--- src/rtl/tcp_tx_arb_pkg.sv ---
// Shared definitions for the SiTCP TCP transmit arbiter: FSM encoding,
// grant index width and default sizing.
package tcp_tx_arb_pkg;

   typedef enum logic [1:0] {
      IDLE   = 2'd0,
      STREAM = 2'd1,
      FLUSH  = 2'd2
   } arb_state_t;

   // Grant index width; covers up to 8 requesters.
   localparam int GRANT_W = 3;

   localparam int N_SRC_DEFAULT = 4;
   localparam int CNT_W_DEFAULT = 16;

endpackage

--- src/rtl/rr_arbiter.sv ---
// Combinational round-robin picker. Searches req upward from last_grant+1,
// wrapping modulo N_SRC, and returns the first requester found. Also used by
// the RBCP register bus sharing logic.
module rr_arbiter
   import tcp_tx_arb_pkg::*;
#(
   parameter int N_SRC = N_SRC_DEFAULT
) (
   input  logic [N_SRC-1:0]   req,
   input  logic [GRANT_W-1:0] last_grant,
   output logic               gnt_valid,
   output logic [GRANT_W-1:0] gnt_idx
);

   logic               hi_found_s;
   logic [GRANT_W-1:0] hi_idx_s;
   logic               lo_found_s;
   logic [GRANT_W-1:0] lo_idx_s;

   // Split search: first requester above last_grant, else first at or below it.
   always_comb begin
      hi_found_s = 1'b0;
      hi_idx_s   = {GRANT_W{1'b0}};
      lo_found_s = 1'b0;
      lo_idx_s   = {GRANT_W{1'b0}};
      for (int i = 0; i < N_SRC; i++) begin
         if (req[i] && (GRANT_W'(i) > last_grant) && !hi_found_s) begin
            hi_found_s = 1'b1;
            hi_idx_s   = GRANT_W'(i);
         end else begin
            hi_found_s = hi_found_s;
         end
         if (req[i] && (GRANT_W'(i) <= last_grant) && !lo_found_s) begin
            lo_found_s = 1'b1;
            lo_idx_s   = GRANT_W'(i);
         end else begin
            lo_found_s = lo_found_s;
         end
      end
      gnt_valid = hi_found_s | lo_found_s;
      if (hi_found_s) begin
         gnt_idx = hi_idx_s;
      end else begin
         gnt_idx = lo_idx_s;
      end
   end

endmodule

--- src/rtl/tcp_tx_arbiter.sv ---
// Shares the SiTCP TCP transmit byte port between N_SRC producers. Grants are
// round-robin per frame; the almost-full flag pauses the current frame and a
// lost connection flushes the rest of the owning frame so sources stay
// frame-aligned. Flushed frames are counted in a saturating counter.
module tcp_tx_arbiter
   import tcp_tx_arb_pkg::*;
#(
   parameter int N_SRC = N_SRC_DEFAULT,
   parameter int CNT_W = CNT_W_DEFAULT
) (
   input  logic                 SYSCLK,
   input  logic                 sitcp_reset_n,
   input  logic [N_SRC-1:0]     src_valid,
   input  logic [8*N_SRC-1:0]   src_data,
   input  logic [N_SRC-1:0]     src_last,
   output logic [N_SRC-1:0]     src_ready,
   input  logic                 tcp_open_ack,
   input  logic                 tcp_tx_full,
   output logic                 tcp_tx_wr,
   output logic [7:0]           tcp_tx_data,
   output logic [GRANT_W-1:0]   grant_id,
   output logic                 busy,
   output logic [CNT_W-1:0]     drop_cnt
);

   arb_state_t         state_r;
   logic [GRANT_W-1:0] last_grant_r;

   logic               arb_valid_s;
   logic [GRANT_W-1:0] arb_idx_s;
   logic               sel_valid_s;
   logic               sel_last_s;
   logic [7:0]         sel_data_s;

   rr_arbiter #(
      .N_SRC (N_SRC)
   ) u_rr (
      .req        (src_valid),
      .last_grant (last_grant_r),
      .gnt_valid  (arb_valid_s),
      .gnt_idx    (arb_idx_s)
   );

   // Route the current owner's valid/last/data to the FSM.
   always_comb begin
      sel_valid_s = 1'b0;
      sel_last_s  = 1'b0;
      sel_data_s  = 8'h00;
      for (int i = 0; i < N_SRC; i++) begin
         if (grant_id == GRANT_W'(i)) begin
            sel_valid_s = src_valid[i];
            sel_last_s  = src_last[i];
            sel_data_s  = src_data[8*i +: 8];
         end else begin
            sel_valid_s = sel_valid_s;
         end
      end
   end

   // Ready only for the owner: throttled while streaming, always open while flushing.
   always_comb begin
      src_ready = {N_SRC{1'b0}};
      for (int i = 0; i < N_SRC; i++) begin
         if (grant_id == GRANT_W'(i)) begin
            case (state_r)
               STREAM:  src_ready[i] = src_valid[i] & tcp_open_ack & ~tcp_tx_full;
               FLUSH:   src_ready[i] = 1'b1;
               default: src_ready[i] = 1'b0;
            endcase
         end else begin
            src_ready[i] = 1'b0;
         end
      end
   end

   // Frame-level FSM with registered SiTCP write port, grant and drop counter.
   always_ff @(posedge SYSCLK) begin
      if (!sitcp_reset_n) begin
         state_r      <= IDLE;
         last_grant_r <= GRANT_W'(N_SRC - 1);
         grant_id     <= {GRANT_W{1'b0}};
         busy         <= 1'b0;
         tcp_tx_wr    <= 1'b0;
         tcp_tx_data  <= 8'h00;
         drop_cnt     <= {CNT_W{1'b0}};
      end else begin
         tcp_tx_wr <= 1'b0;
         case (state_r)
            IDLE: begin
               // No byte is taken in the grant cycle.
               if (tcp_open_ack && arb_valid_s) begin
                  grant_id     <= arb_idx_s;
                  last_grant_r <= arb_idx_s;
                  busy         <= 1'b1;
                  state_r      <= STREAM;
               end else begin
                  busy    <= 1'b0;
                  state_r <= IDLE;
               end
            end
            STREAM: begin
               if (!tcp_open_ack) begin
                  state_r <= FLUSH;
               end else if (sel_valid_s && !tcp_tx_full) begin
                  tcp_tx_wr   <= 1'b1;
                  tcp_tx_data <= sel_data_s;
                  if (sel_last_s) begin
                     busy    <= 1'b0;
                     state_r <= IDLE;
                  end else begin
                     state_r <= STREAM;
                  end
               end else begin
                  state_r <= STREAM;
               end
            end
            FLUSH: begin
               // Discard bytes until the owner's frame ends, then count it.
               if (sel_valid_s && sel_last_s) begin
                  if (drop_cnt != {CNT_W{1'b1}}) begin
                     drop_cnt <= drop_cnt + {{(CNT_W-1){1'b0}}, 1'b1};
                  end else begin
                     drop_cnt <= drop_cnt;
                  end
                  busy    <= 1'b0;
                  state_r <= IDLE;
               end else begin
                  state_r <= FLUSH;
               end
            end
            default: begin
               busy    <= 1'b0;
               state_r <= IDLE;
            end
         endcase
      end
   end

endmodule

--- config.mk ---
export PLATFORM = sky130hd
export DESIGN_NAME = tcp_tx_arbiter
export DESIGN_NICKNAME = d
export VERILOG_FILES = /design/src/rtl/tcp_tx_arb_pkg.sv /design/src/rtl/rr_arbiter.sv /design/src/rtl/tcp_tx_arbiter.sv
export SDC_FILE = /design/constraint.sdc
export NUM_CORES = 1
export LEC_CHECK = 0
export ABC_CLOCK_PERIOD_IN_PS = 2800
export BUFFER_PORTS_ARGS = -buffer_cell sky130_fd_sc_hd__buf_4
export CELL_PAD_IN_SITES_DETAIL_PLACEMENT = 0
export CELL_PAD_IN_SITES_GLOBAL_PLACEMENT = 2
export CORE_ASPECT_RATIO = 0.9
export CORE_MARGIN = 4
export CORE_UTILIZATION = 27
export DETAILED_ROUTE_END_ITERATION = 10
export PLACE_DENSITY = 0.81
export SYNTH_ARGS = -nofsm -noshare
export SYNTH_HDL_FRONTEND = slang
export SYNTH_SLANG_ARGS = --single-unit
--- constraint.sdc ---
create_clock -name SYSCLK -period 2.8 [get_ports SYSCLK]
set_clock_uncertainty 0.2 [all_clocks]
set_input_delay 0.56 -clock SYSCLK [delete_from_list [all_inputs] [get_ports SYSCLK]]
set_output_delay 0.56 -clock SYSCLK [all_outputs]
set_load 0.1 [all_outputs]
# Word-level counts from Yosys, hierarchy flattened
# Cells that the tools add are included.
# totals
output_inout_bits	33
ff_bits	34
wordCells	115
inputBits	44
# classes
n_lt_le_gt_ge	8
eq_ne	10
n_reduce_logical	31
add_sub_neg	1
mux	48
bitwise	10
# ops
operator	n
8-bit 2-to-1 mux	4
1-bit 2-to-1 mux	30
1-bit logical AND	17
16-bit by 1-bit adder with 16-bit output, second input constant	1
2-bit 2-to-1 mux	8
16-bit != test, second input constant	1
3-bit AND reduction	3
1-bit AND	8
2-bit != test, second input constant	4
1-bit one-hot mux with 2 select lines	4
1-bit logical NOT	7
3-bit by 2-bit == test with 1-bit output, second input constant	2
1-bit by 3-bit > comparator with 1-bit output, first input constant	2
2-bit by 3-bit > comparator with 1-bit output, first input constant	2
1-bit by 3-bit less-or-equal comparator with 1-bit output, first input constant	2
2-bit by 3-bit less-or-equal comparator with 1-bit output, first input constant	2
2-bit one-hot mux with 3 select lines	1
4-bit AND reduction	1
3-bit by 1-bit == test with 1-bit output, second input constant	1
3-bit logical NOT	1
1-bit one-hot mux with 3 select lines	1
2-bit by 1-bit == test with 1-bit output, second input constant	1
2-bit == test, second input constant	1
2-bit logical NOT	1
3 further kinds	3

# Logic depth before layout (Yosys ltp)
# Gate-level depths: netlist of the first run.
# logic_depth
ltp_word	16
depth_mapped	7

# Modules after synthesis
# Synthesis of the first run repeated with hierarchy kept, for this count alone.
# unflattened
cells_unflattened	224
area_unflattened_um2	1961.9
# by_module_without_submodules
module	n_inst	seq_area_each_um2	area_per_inst_um2	cells_per_inst
tcp_tx_arbiter	1	660.6	1855.5	207
rr_arbiter	1	0.0	106.4	17

# Worst setup path after synthesis of the first run
# OpenSTA, ideal clock, no wires.
# synth_path
kind	reg-to-output
start	register grant_id[1]
end	output port src_ready[2]
n_path_buf	0
required_ps	2040
path_stages_with_launch	3
arrival_time_ps	4409
path_slack_ps	-2369
path_cell_list	dfxtp_1 inv_1 nor4b_1
# synth_between
elab_chain_len	2
# synth_rtl
item	line_no	source
start: declaration	tcp_tx_arbiter.sv:21	output logic [GRANT_W-1:0] grant_id,
start signal: assignment	tcp_tx_arbiter.sv:81	grant_id <= {GRANT_W{1'b0}};
start signal: assignment	tcp_tx_arbiter.sv:92	grant_id <= arb_idx_s;
3-bit by 2-bit == test with 1-bit output	tcp_tx_arbiter.sv:64	if (grant_id == GRANT_W'(i)) begin
1-bit 2-to-1 mux	tcp_tx_arbiter.sv:64	
end: declaration	tcp_tx_arbiter.sv:16	output logic [N_SRC-1:0] src_ready,
# No other way between the ends.

# Worst setup path after layout of the first run
# layout_path
start	register state_r[1]
end	output port src_ready[2]
# layout_between
elab_chain_len	3
elab_cells_between_ends	4
# layout_rtl
item	line_no	source
start: declaration	tcp_tx_arbiter.sv:26	arb_state_t state_r;
start signal: assignment	tcp_tx_arbiter.sv:79	state_r <= IDLE;
start signal: assignment	tcp_tx_arbiter.sv:95	state_r <= STREAM;
start signal: assignment	tcp_tx_arbiter.sv:98	state_r <= IDLE;
2-bit == test / 2-bit by 1-bit == test with 1-bit output (equally long branches)	tcp_tx_arbiter.sv:65	case (state_r)
1-bit one-hot mux with 2 select lines (*)	tcp_tx_arbiter.sv:65	
1-bit 2-to-1 mux (*)	tcp_tx_arbiter.sv:64	
# Every way passes the cells marked *; elsewhere a longest branch is shown, timed or not.

==> results of run 1 <==
[registers in the layout, summed over array words and instances (netlist names)]
signal,count
busy,1
drop_cnt,16
grant_id,2
last_grant_r,2
state_r,2
tcp_tx_data,8
tcp_tx_wr,1
[cell usage after synthesis, drive strengths merged, types with 4 or more instances]
| cell | instances |
|---|---|
| dfxtp | 32 |
| nor2 | 22 |
| nand2 | 21 |
| a21oi | 15 |
| inv | 12 |
| mux4 | 11 |
| mux2i | 10 |
| o21ai | 6 |
| and2 | 5 |
| ha | 5 |
| nand3 | 5 |
| nor3 | 5 |
| buf | 4 |
| clkbuf | 4 |
| nand4 | 4 |
| nor4 | 4 |
| o21a | 4 |
| or3 | 4 |
| or4 | 4 |
[worst reg2reg max path, cell delays in order (launching register included)]
cell	delay, ns
dfxtp_2	0.38
ha_1	0.22
nand2_1	0.11
or4_4	0.54
o211ai_2	0.49
mux2i_1	0.24
nor2_1	0.05
[path summary, 6_finish.rpt]
kind / slack [ns] / cells after the start / endpoint / startpoint
worst min-delay path: 0.26 / 2 / busy$_SDFFE_PN0P_ / busy$_SDFFE_PN0P_
worst max-delay path: 0.17 / 7 / src_ready[2] / state_r[1]$_SDFF_PN0_
worst min register to register: 0.26 / 2 / busy$_SDFFE_PN0P_ / busy$_SDFFE_PN0P_
worst max register to register: 0.47 / 6 / drop_cnt[1]$_SDFFE_PN0P_ / drop_cnt[0]$_SDFFE_PN0P_
[metrics by stage]
stage	setup slack [ns]	utilization, %	cells	cell area [µm²]	total power [mW]
CTS	0.09583	40.18	375	2689	1.095
global placement	0.3548	38.97	367	2608	0.7510
finish	0.1695	40.24	375	2693	1.079
floorplan	0.001451	-	207	1948	0.6626
detailed placement	0.3635	38.97	367	2608	0.7517
global route	0.02330	40.24	375	2693	1.134
[cells by family after synthesis]
kind of cell	after synthesis	synth area share, %
compound gates	41	14.68
mux	21	18.67
other cells	1	0.1991
simple gates	82	22.39
flops	32	34.02
fa+ha+maj	5	3.322
xor+xnor	5	2.326
buf+inv	20	4.385
[area by class of cell]
cell class,count,area [µm²]
fill,704,3999
multi-input combinational,155,1215
sequential,32,649.4
timing repair buffer,78,589.3
tap,90,112.6
clock buffer,7,76.32
inverter,12,45.04
clock inverter,1,5.005
[cells in the final DEF, fill, tap and decap left out, types with 3 or more instances in the layout]
cell type / Yosys / routed
xor2_1: 3 / 3
mux4_2: 10 / 10
clkbuf_8: 0 / 5
nand2b_1: 3 / 3
nor4_1: 4 / 4
buf_4: 2 / 77
ha_1: 5 / 5
o21ai_0: 6 / 6
nand4_1: 4 / 4
or3_1: 4 / 4
nor2_1: 22 / 21
a21oi_1: 15 / 15
dfxtp_2: 0 / 4
o21a_1: 4 / 4
nand3_1: 4 / 4
dfxtp_1: 32 / 27
nand2_1: 21 / 21
o2111ai_1: 3 / 3
mux2i_1: 10 / 10
inv_1: 11 / 11
and2_1: 5 / 5
[power by group]
| group | internal [mW] | switching (mW) | total [mW] |
|---|---|---|---|
| clock network | 0.174 | 0.165 | 0.339 |
| logic | 0.114 | 0.138 | 0.252 |
| registers | 0.467 | 0.0201 | 0.488 |
| total | 0.756 | 0.323 | 1.08 |
[layer usage]
layer,vias to the layer above,wire length [µm],global-route usage [%]
met1,828,2434,17.78
met2,41,2508,20.06
met5,-,0,0
li1,912,-,-
met3,8,290,3.803
met4,0,78,4.264
==> flow_summary_export.csv, run 1 <==
group,metric,value,unit
run_status,status,"finished, final reports clean",
timing,relSlewSlack,64.77,%
logic_synthesis,synth_area_leaders,"dfxtp_1 34%, mux4_2 12%, mux2i_1 5.3%, nor2_1 4.4%, nand2_1 4.2%",
detailed_routing,drtPass1Iterations,4,
timing,max_clock_freq,0.3802,GHz
cts,holdBufCountCts,0,
timing,min_period_over_period,93.95,%
finish,fin_nets,333,
finish,antenna_cells,0,
logic_synthesis,yosys.area.top_type_share,34.02,%
setup_path,crit_path_cell_trace,"inv_1 -> ha_1 -> nand2_1 -> nor2_2 -> a21oi_1 -> nor4b_4 -> buf_6",
cts,cts_tree,"built",
detailed_routing,vias_per_cell,4.771,
floorplanning,dieArea,8376,µm²
timing,rsz0062_at_grt,"no",
logic_synthesis,ys_seq_area_share,34.02,%
placed_design,dpl.hpwl,4135,µm
cts,cts_root_buffer,"clkbuf_8",
grt,grt_max_degree,16,
grt,gr-total-overflow,0,
timing,setup_viol,0,
detailed_routing,num_vias,1789,
detailed_routing,routed_wl,5312,µm
placed_design,place_congestion,0.7259,
setup_path,worst-path-buf-inv,2,
logic_synthesis,async_flop_share,0,%
setup_path,crit_required,2.04,ns
setup_path,arrival,1.87,ns
detailed_routing,drt-initial-drc-count,42,
logic_synthesis,synth-edff-count,0,
grt,grt_pass1_vias,1729,
power,ir_drop,0.1414,mV
detailed_routing,drc,0,
cts,cts.repair.resized,0,
grt,grt_use_total,13.15,%
cts,clock-sinks,32,
timing,hold_violations,0,
job,maxCapViolations,0,
cts,numCtsBuffers,5,
power,p_per_area,400.7,nW/µm²
setup_path,start_kind,"flop",
logic_synthesis,synth_nets,256,
timing,drv_slew,0,
timing,tightest_slew,0.5269,ns
setup_path,cp-end-kind,"output pin",
timing,timing.final.crit_period,2.630,ns
floorplanning,start_util,28.14,%
cts,postCtsSetupBuffers,0,
timing,whs,0.2647,ns
logic_synthesis,yosysWarnings,0,
cts,cts_buffer_depth,2,
logic_synthesis,ys_types,42,
detailed_routing,wl_per_cell,14.17,µm
grt,grt_pass1_wl,8549,µm
floorplanning,fp.dieH,87.23,µm
logic_synthesis,yosys.area.top_type,"dfxtp_1",
cts,clkLatencyLatePin,0.28,ns
grt,antenna_found_initial,0,
setup_path,worstSetupPathType,"reg2out",
floorplanning,core,6691,µm²
logic_synthesis,synthFlopType,"dfxtp_1",
cts,h-tree-depth,2,
setup_path,max_stage_delay,0.34,ns
timing,fin_setup_tns,0,ns
detailed_routing,drtAntennaViolNets,0,
floorplanning,die_w,96.03,µm
setup_path,path_max_fanout,5,
setup_path,cp_slowest_cell,"dfxtp_1",
min_path,hold_path.class,"reg2reg",
logic_synthesis,ys_ff_latch,32,
setup_path,crit_family,"simple AND/OR/NAND/NOR gates",
power,p_leak,1.134,nW
finish,synthToLayoutAreaGrowth,42.99,%
logic_synthesis,syn-instance-count,207,
placed_design,port_buffers,75,
floorplanning,fp-row-count,28,
cts,cts.clk_slew.worst_paths,0.07,ns
logic_synthesis,netlist_area,1883,µm²
logic_synthesis,syn_avg_cell_area,9.097,µm²
floorplanning,io-pin-count,77,
finish,drive_above_1_share,40.00,%
Note: power is estimated with default switching activity, not from simulation.
==> run 2, diff against run 1 <==
--- a/config.mk
+++ b/config.mk
@@ -7,7 +7,7 @@
 export LEC_CHECK = 0
 export ABC_CLOCK_PERIOD_IN_PS = 2800
 export BUFFER_PORTS_ARGS = -buffer_cell sky130_fd_sc_hd__buf_4
-export CELL_PAD_IN_SITES_DETAIL_PLACEMENT = 0
+export CELL_PAD_IN_SITES_DETAIL_PLACEMENT = 2
 export CELL_PAD_IN_SITES_GLOBAL_PLACEMENT = 2
 export CORE_ASPECT_RATIO = 0.9
 export CORE_MARGIN = 4
==> run 2 against run 1 <==
Global-route usage is 3.2 points higher. Largest power group unchanged. Non-clock buffer count up 1. Critical path type unchanged. Largest cell class unchanged. Wire length grew 19%.
==> flow_summary_export.csv, run 2 (synthesis results as in run 1) <==
group,metric,value,unit
floorplanning,dieArea,8376,µm²
grt,gr-total-overflow,0,
setup_path,path_max_fanout,5,
setup_path,endpoint,"src_ready[2]",
floorplanning,io-pin-count,77,
grt,grt_max_degree,16,
placed_design,dpl.hpwl,5108,µm
placed_design,dpl_worst_slack,0.3012,ns
detailed_routing,drt-initial-drc-count,32,
setup_path,r2r_cells,6,
finish,synthToLayoutAreaGrowth,44.39,%
finish,antenna_cells,0,
placed_design,port_buffers,75,
power,ir_drop,0.1502,mV
cts,cts_root_buffer,"clkbuf_8",
finish,multi_input_area,1222,µm²
cts,cts_buffer_depth,2,
cts,clock-sinks,32,
timing,timing.final.crit_period,2.636,ns
finish,fillCellCount,769,
timing,worst_slack,0.1643,ns
setup_path,r2r-start,"drop_cnt[0]$_SDFFE_PN0P_",
finish,largestRegisters,"drop_cnt x16, tcp_tx_data x8",
setup_path,arrival,1.88,ns
finish,postLayoutCellArea,2719,µm²
finish,fin_nets,334,
setup_path,worstSetupPathType,"reg2out",
detailed_routing,vias_per_cell,5.085,
cts,clkLatencyLatePin,0.29,ns
setup_path,critPathLaunch,"state_r[1]$_SDFF_PN0_",
power,power_switching,0.3446,mW
min_path,hold_path.class,"reg2reg",
floorplanning,die_w,96.03,µm
cts,cts_tree,"built",
grt,grt_use_total,16.32,%
job,maxCapViolations,0,
detailed_routing,wl_per_cell,16.85,µm
finish,ff_latch_area,649.4,µm²
detailed_routing,routed_wl,6337,µm
detailed_routing,drtAntennaViolNets,0,
setup_path,crit_required,2.04,ns
power,clkPwrFrac,33.4,%
power,sw_frac_of_total,30.67,%
run_status,status,"finished, final reports clean",
floorplanning,start_util,28.14,%
timing,min_period_over_period,94.13,%
placed_design,place_congestion,0.7259,
power,p_leak,1.147,nW
cts,cts.clk_slew.worst_paths,0.07,ns
setup_path,start_kind,"flop",
power,pwr-share-seq,43.5,%
finish,regMostFlops,"drop_cnt",
timing,setup_viol,0,
timing,max_clock_freq,0.3794,GHz
timing,hold_violations,0,
grt,antenna_found_initial,0,
finish,largest_reg_flops,16,
cts,holdBufCountCts,0,
setup_path,cp-end-kind,"output pin",
placed_design,placedInstanceArea,2608,µm²
finish,layout_common_cells,"78 x buf_4, 27 x dfxtp_1, 21 x nand2_1, 21 x nor2_1, 15 x a21oi_1",
timing,tightest_slew,0.5432,ns
finish,layout_commonest_cell,"buf_4",
floorplanning,fp.dieH,87.23,µm
detailed_routing,drc,0,
power,p_per_area,413.2,nW/µm²
power,p_comb_share,23.2,%
detailed_routing,num_vias,1912,
timing,relSlewSlack,63.70,%
finish,layoutNonFillerInstCount,376,
setup_path,worstReg2RegEnd,"drop_cnt[1]$_SDFFE_PN0P_",
detailed_routing,drtPass1Iterations,4,
grt,grt_pass1_wl,10500,µm
cts,numCtsBuffers,5,
cts,h-tree-depth,2,
setup_path,r2r_slack,0.44,ns
finish,drive_above_1_share,41.26,%
power,p_int,0.7788,mW
grt,grt_pass1_vias,2066,
floorplanning,fp-row-count,28,
timing,drv_slew,0,
placed_design,dp.cells,367,
power,power,1.123,mW
floorplanning,core,6691,µm²
-- run 2: worst min-delay path by stage --
stage,from,end,slack (ns),depth (start not counted)
2_1_floorplan,last_grant_r[1]$_SDFFE_PN1P_,last_grant_r[1]$_SDFFE_PN1P_,0.31,2
3_3_place_gp,busy$_SDFFE_PN0P_,busy$_SDFFE_PN0P_,0.25,2
3_5_place_dp,busy$_SDFFE_PN0P_,busy$_SDFFE_PN0P_,0.26,2
4_1_cts,busy$_SDFFE_PN0P_,busy$_SDFFE_PN0P_,0.27,2
5_1_grt,busy$_SDFFE_PN0P_,busy$_SDFFE_PN0P_,0.33,2
6_report,busy$_SDFFE_PN0P_,busy$_SDFFE_PN0P_,0.27,2
-- run 2: stage by stage --
stage          setup TNS [ns]  hold slack (ns)  util [%]
3_3_place_gp                0           0.2509     38.97
2_1_floorplan               0           0.3055         -
3_5_place_dp                0           0.2617     38.97
5_1_grt             -0.007606           0.3276     40.63
6_report                    0           0.2673     40.63
4_1_cts                     0           0.2718     40.35
-- run 2: what timing repair did --
item	CTS	global route
setup endpoints to repair	0	2
buffers inserted	0	1
resized for setup	0	3
-- run 2: layout make-up --
type                       count  area share, %
clock inverter                 2         0.3682
sequential                    32          23.88
timing repair buffer          79          21.95
multi-input combinational    155          44.96
inverter                      12          1.657
clock buffer                   6          3.037
tap                           90          4.142
-- run 2: critical path, cell delays in order, from the launching register on --
cell	delay, ns
dfxtp_1	0.33
inv_1	0.08
ha_2	0.20
nand2_1	0.10
nor2_4	0.17
a21oi_1	0.12
nor4b_4	0.32
buf_6	0.27
-- run 2: power by group through the flow --
stage | Clock, mW | Combinational, mW | Sequential, mW
after global routing | 0.408 | 0.280 | 0.493
after global placement | 0 | 0.253 | 0.498
after detailed placement | 0 | 0.260 | 0.500
after CTS | 0.389 | 0.260 | 0.489
final | 0.375 | 0.260 | 0.488
after floorplan | 0 | 0.128 | 0.534
-- run 2: routing by layer --
metal	share of wire (%)	wire, µm	vias to the layer above	GRT usage (%)
li1	-	-	907	-
met1	41	2585	951	19.51
met2	53	3373	46	28.71
met3	4.3	274	8	3.284
met4	1.6	104	0	5.814
met5	0	0	-	0
